$ cat src/rtl/csa_sub16_seq.sv
// Slice-serial subtractor: diff = a - b - borrow_in computed as a + ~b + ~borrow_in,
// one carry-select SLICE-bit group per clock, with valid/ready handshakes on both sides.
module csa_sub16_seq #(
  parameter int unsigned WIDTH = 16,
  parameter int unsigned SLICE = 4
) (
  input  logic             clk,
  input  logic             rst_n,
  input  logic             in_valid,
  output logic             in_ready,
  input  logic [WIDTH-1:0] a,
  input  logic [WIDTH-1:0] b,
  input  logic             borrow_in,
  output logic             out_valid,
  input  logic             out_ready,
  output logic [WIDTH-1:0] diff,
  output logic             borrow_out,
  output logic             overflow,
  output logic             zero
);

  localparam int unsigned NSLICE = WIDTH / SLICE;
  localparam int unsigned CntW   = (NSLICE > 1) ? $clog2(NSLICE) : 1;
  localparam int unsigned Msb    = WIDTH - 1;

  typedef enum logic [1:0] {StIdle, StCalc, StDone} state_e;

  state_e           state_q, state_d;
  logic [WIDTH-1:0] a_q, a_d;
  logic [WIDTH-1:0] nb_q, nb_d;
  logic [WIDTH-1:0] diff_q, diff_wr;
  logic             carry_q, carry_d;
  logic [CntW-1:0]  cnt_q, cnt_d;
  logic             borrow_q, borrow_d;
  logic             overflow_q, overflow_d;
  logic             zero_q, zero_d;

  logic [SLICE-1:0] a_sl  [NSLICE];
  logic [SLICE-1:0] nb_sl [NSLICE];
  logic [SLICE-1:0] a_k, nb_k, sel_s;
  logic [SLICE:0]   sum0, sum1;
  logic             sel_c, calc_last;

  for (genvar k = 0; k < NSLICE; k++) begin : g_slice
    assign a_sl[k]  = a_q[k*SLICE +: SLICE];
    assign nb_sl[k] = nb_q[k*SLICE +: SLICE];
    // Only the slice addressed by the counter is overwritten; others hold.
    assign diff_wr[k*SLICE +: SLICE] = (state_q == StCalc && cnt_q == CntW'(k)) ?
                                       sel_s : diff_q[k*SLICE +: SLICE];
  end

  // Both carry-in candidates are formed up front; the running carry picks one.
  assign a_k   = a_sl[cnt_q];
  assign nb_k  = nb_sl[cnt_q];
  assign sum0  = {1'b0, a_k} + {1'b0, nb_k};
  assign sum1  = {1'b0, a_k} + {1'b0, nb_k} + (SLICE+1)'(1);
  assign sel_s = carry_q ? sum1[SLICE-1:0] : sum0[SLICE-1:0];
  assign sel_c = carry_q ? sum1[SLICE] : sum0[SLICE];

  assign calc_last = (cnt_q == CntW'(NSLICE - 1));

  always_comb begin
    state_d    = state_q;
    a_d        = a_q;
    nb_d       = nb_q;
    carry_d    = carry_q;
    cnt_d      = cnt_q;
    borrow_d   = borrow_q;
    overflow_d = overflow_q;
    zero_d     = zero_q;
    unique case (state_q)
      StIdle: begin
        if (in_valid) begin
          a_d     = a;
          nb_d    = ~b;
          carry_d = ~borrow_in;
          cnt_d   = '0;
          state_d = StCalc;
        end
      end
      StCalc: begin
        carry_d = sel_c;
        cnt_d   = cnt_q + CntW'(1);
        if (calc_last) begin
          cnt_d      = '0;
          state_d    = StDone;
          borrow_d   = ~sel_c;
          // b's sign bit is the complement of the stored ~b sign bit.
          overflow_d = (a_q[Msb] == nb_q[Msb]) && (diff_wr[Msb] != a_q[Msb]);
          zero_d     = (diff_wr == '0);
        end
      end
      StDone: begin
        if (out_ready) begin
          state_d = StIdle;
        end
      end
      default: state_d = StIdle;
    endcase
  end

  always_ff @(posedge clk or negedge rst_n) begin
    if (!rst_n) begin
      state_q    <= StIdle;
      a_q        <= '0;
      nb_q       <= '0;
      diff_q     <= '0;
      carry_q    <= 1'b0;
      cnt_q      <= '0;
      borrow_q   <= 1'b0;
      overflow_q <= 1'b0;
      zero_q     <= 1'b0;
    end else begin
      state_q    <= state_d;
      a_q        <= a_d;
      nb_q       <= nb_d;
      diff_q     <= diff_wr;
      carry_q    <= carry_d;
      cnt_q      <= cnt_d;
      borrow_q   <= borrow_d;
      overflow_q <= overflow_d;
      zero_q     <= zero_d;
    end
  end

  assign in_ready   = (state_q == StIdle);
  assign out_valid  = (state_q == StDone);
  assign diff       = diff_q;
  assign borrow_out = borrow_q;
  assign overflow   = overflow_q;
  assign zero       = zero_q;

endmodule

$ cat config.mk
export PLATFORM = sky130hd
export DESIGN_NAME = csa_sub16_seq
export DESIGN_NICKNAME = d
export VERILOG_FILES = /design/src/rtl/csa_sub16_seq.sv
export SDC_FILE = /design/constraint.sdc
export NUM_CORES = 1
export LEC_CHECK = 0
export ABC_AREA = 1
export CELL_PAD_IN_SITES_DETAIL_PLACEMENT = 1
export CELL_PAD_IN_SITES_GLOBAL_PLACEMENT = 2
export CORE_ASPECT_RATIO = 2
export CORE_UTILIZATION = 26
export CTS_BUF_LIST = sky130_fd_sc_hd__clkbuf_16
export CTS_CLUSTER_SIZE = 20
export DETAILED_ROUTE_END_ITERATION = 8
export GPL_TIMING_DRIVEN = 0
export MAX_ROUTING_LAYER = met4
export PLACE_DENSITY_LB_ADDON = 0.25
export SLEW_MARGIN = 20
export SYNTH_ARGS = -nofsm -noshare
export SYNTH_HDL_FRONTEND = slang
export SYNTH_SLANG_ARGS = --single-unit
$ cat constraint.sdc
create_clock -name clk -period 3.9 [get_ports clk]
set_input_delay 0.975 -clock clk [delete_from_list [all_inputs] [get_ports clk]]
set_output_delay 0.975 -clock clk [all_outputs]
set_load 0.02 [all_outputs]
==> results of run 1 <==
## report_power, final
group	total, mW	switching [mW]	internal [mW]
registers	1.04	0.178	0.860
clock network	0.570	0.205	0.365
logic	2.26	1.43	0.829
total	3.86	1.81	2.05
## worst register-to-register path: cells and delay by family (launching register included)
kind / cells / cell delay (ps)
buf+inv: 4 / 700
fa+ha+maj: 3 / 1050
flops: 1 / 400
compound gates: 1 / 240
simple gates: 11 / 1060
## per-layer routing
layer,up-vias,GRT usage [%]
met5,-,-
met4,0,6.42
met3,10,1.96
met2,38,32.0
met1,1191,15.3
li1,1259,-
## cells in the final DEF, fill, tap and decap left out, types with 2 or more instances in the layout
| master | count |
|---|---|
| inv_2 | 7 |
| nand2_1 | 129 |
| dfrtp_1 | 56 |
| buf_2 | 2 |
| clkbuf_16 | 5 |
| a21oi_1 | 3 |
| bufinv_16 | 2 |
| clkdlybuf4s50_1 | 56 |
| or2_2 | 3 |
| o22ai_1 | 8 |
| clkbuf_1 | 4 |
| nand2_2 | 2 |
| nor2_1 | 30 |
| o21ai_1 | 2 |
| o21ai_0 | 38 |
| nand3_1 | 20 |
| inv_1 | 26 |
| or2_1 | 4 |
| clkbuf_2 | 2 |
| ha_1 | 9 |
## cell families after synthesis
kind of cell | count (synthesis) | synth area share [%]
simple gates | 190 | 27.7
flops | 56 | 50.5
compound gates | 54 | 10.4
buf+inv | 44 | 6.04
fa+ha+maj | 10 | 4.77
xor+xnor | 2 | 0.631
## stage by stage
step | cell area [µm²] | setup WS, ps | TNS [ps] | utilization (%)
6_report | 3730 | 374 | 0 | 35.6
5_1_grt | 3730 | 75.6 | 0 | 35.6
4_1_cts | 3720 | 40.8 | 0 | 35.5
3_5_place_dp | 3540 | -178 | -178 | 33.8
3_3_place_gp | 3520 | -105 | -106 | 33.6
2_1_floorplan | 2780 | 926 | 0 | -
## area by class of cell
cell class	count	area, µm²	area share (%)
Inverter	34	128	3.42
Buffer	10	46.3	1.24
Multi-Input combinational cell	256	1210	32.4
Sequential cell	56	1400	37.6
Timing Repair Buffer	58	588	15.8
Clock inverter	2	60.1	1.61
Tap cell	137	171	4.60
Clock buffer	5	125	3.36
## path summary, 6_finish.rpt
path / to / cells after the start
hold reg to reg: a_q[6]$_DFFE_PN0P_ / 2
min in group asynchronous: nb_q[7]$_DFFE_PN0P_ / 1
max in group asynchronous: a_q[12]$_DFFE_PN0P_ / 2
setup / recovery: zero$_DFFE_PN0P_ / 19
hold / removal: a_q[6]$_DFFE_PN0P_ / 2
setup reg to reg: zero$_DFFE_PN0P_ / 19
## state kept, by name, summed over array words and instances, names as in the netlist
| name | cells |
|---|---|
| carry_q | 1 |
| overflow | 1 |
| state_q | 2 |
| cnt_q | 2 |
| a_q | 16 |
| zero | 1 |
| nb_q | 16 |
| borrow_out | 1 |
| diff | 16 |
==> results.sh, run 1 <==
export IMPL_p_total_mw=3.86
export IMPL_crit_type="reg -> reg"
export IMPL_ys_flop_type="dfrtp_1"
export IMPL_port_buffers=57
export IMPL_report_final_slew_viol_count=0
export IMPL_core_um2=10500
export IMPL_hold_path_class="reg -> reg"
export IMPL_start_util_pct=26.5
export IMPL_clkTransAtPathRegs_ps=70
export IMPL_insertedDiodeCount=0
export IMPL_die_height_um=148
export IMPL_met1_length_mm=2.76
export IMPL_yosysMostFrequentCell="nand2_1"
export IMPL_synth_area_leader_cell="dfrtp_1"
export IMPL_grt_pass1_vias=2678
export IMPL_crit_path_start_kind="flop"
export IMPL_ys_types=26
export IMPL_synthTopCellsByCount="129 x nand2_1, 56 x dfrtp_1, 38 x o21ai_0"
export IMPL_crit_family="simple AND/OR/NAND/NOR gates"
export IMPL_io_pins=58
export IMPL_antenna_left=0
export IMPL_slowest_delay_ps=480
export IMPL_netlist_instances=356
export IMPL_finalCriticalPeriod_ps=3530
export IMPL_grt_pass1_wl_mm=13.0
export IMPL_worstMarginPinSlew_ps=578
export IMPL_n_fill_cell=1327
export IMPL_fmax_mhz=284
export IMPL_synth_area_leaders="dfrtp_1 50%, nand2_1 17%, o21ai_0 6.8%"
export IMPL_gp_congestion=0.777
export IMPL_final_cells=558
export IMPL_post_cts_buffers=0
export IMPL_cts_max_level=2
export IMPL_dr_wl_met3_um=142
export IMPL_top_layer="met4"
export IMPL_worst_path_max_fanout=11
export IMPL_skew_ps=8.66
export IMPL_globalRouteOverflowTotal=0
export IMPL_crit_slowest_cell="fa_1"
export IMPL_synth_async_reset_ratio_pct=100
export IMPL_crit_start="cnt_q[0]$_DFFE_PN0P_"
export IMPL_finalSetupViolCount=0
export IMPL_cts_sinks=56
export IMPL_cts_hold_buf=0
export IMPL_die_width_um=75.1
export IMPL_clk_path_buf_depth=2
export IMPL_syn_avg_cell_area_um2=7.80
export IMPL_rsz0062_at_grt="false"
export IMPL_clkLatencyLatePin_ps=290
export IMPL_ys_ff_latch=56
export IMPL_dieArea_um2=11100
export IMPL_yosysSeqAreaShare_pct=50.5
export IMPL_groute_usage_overall_pct=16.4
export IMPL_cap_violations=0
export IMPL_timing_final_crit_share_pct=90.4
export IMPL_wl_met2_mm=4.84
export IMPL_fin_hold_ws_ps=478
export IMPL_drive_gt1_share_pct=6.65
export IMPL_avgRoutedWirePerCell_um=14.2
export IMPL_regToRegStartpoint="cnt_q[0]$_DFFE_PN0P_"
export IMPL_hp_start="a_q[6]$_DFFE_PN0P_"
export IMPL_cts_resized_gates=1
export IMPL_grt_max_degree=30
export IMPL_cp_arrival_ps=3760
export IMPL_p_per_area_nw_per_um2=1040
export IMPL_relSlewSlack_pct=61.5
export IMPL_synth_edf_count=0
export IMPL_yosys_warnings=0
export IMPL_synth_top_area_share_pct=50.5
export IMPL_dp_cells=551
export IMPL_drt_initial_drc_count=46
export IMPL_cts_tree="built"
export IMPL_cts_made_buffers=5
export IMPL_row_count=53
export IMPL_drc_errors=0
export IMPL_worstPathRequired_ps=4130
export IMPL_layout_nets=468
export IMPL_max_vdd_ir_drop_mv=0.301
export IMPL_syn_area_um2=2780
export IMPL_status="finished clean"
export IMPL_vias=2498
export IMPL_cts_root_buf="clkbuf_16"
export IMPL_dr_pass1_iters=4
export IMPL_avgViaCountPerCell=4.48
export IMPL_synth_net_count=403
export IMPL_drt_total_wl_mm=7.94
export IMPL_p_leak_nw=1.83
export IMPL_hold_viol=0
export IMPL_path_cells="clkbuf_2 > inv_2 > clkbuf_4 > nor2_1 > o22ai_1 > ha_1 > fa_1 > ha_1 > nand2_1 > inv_1 > nor2_1 > nand3_1 > nor2_1 > nand2_1 > nor2_1 > nand2_1 > nor2_1 > nand2_1 > nand2_1"
export IMPL_syn_to_final_growth_pct=34.2
export IMPL_r2r_setup_slack_ps=370
export IMPL_dp_hpwl_mm=6.30
export IMPL_worst_setup_path_end_kind="flop"
export IMPL_antenna_found_initial=0
export IMPL_crit_buf_inv=4
(Power assumes the default switching activity.)
==> inputs of run 2 (changes only) <==
CTS_CLUSTER_DIAMETER = 40   (was unset)
==> results of run 2 <==
No change in the layout: final DEF, timing and power equal those of run 1.
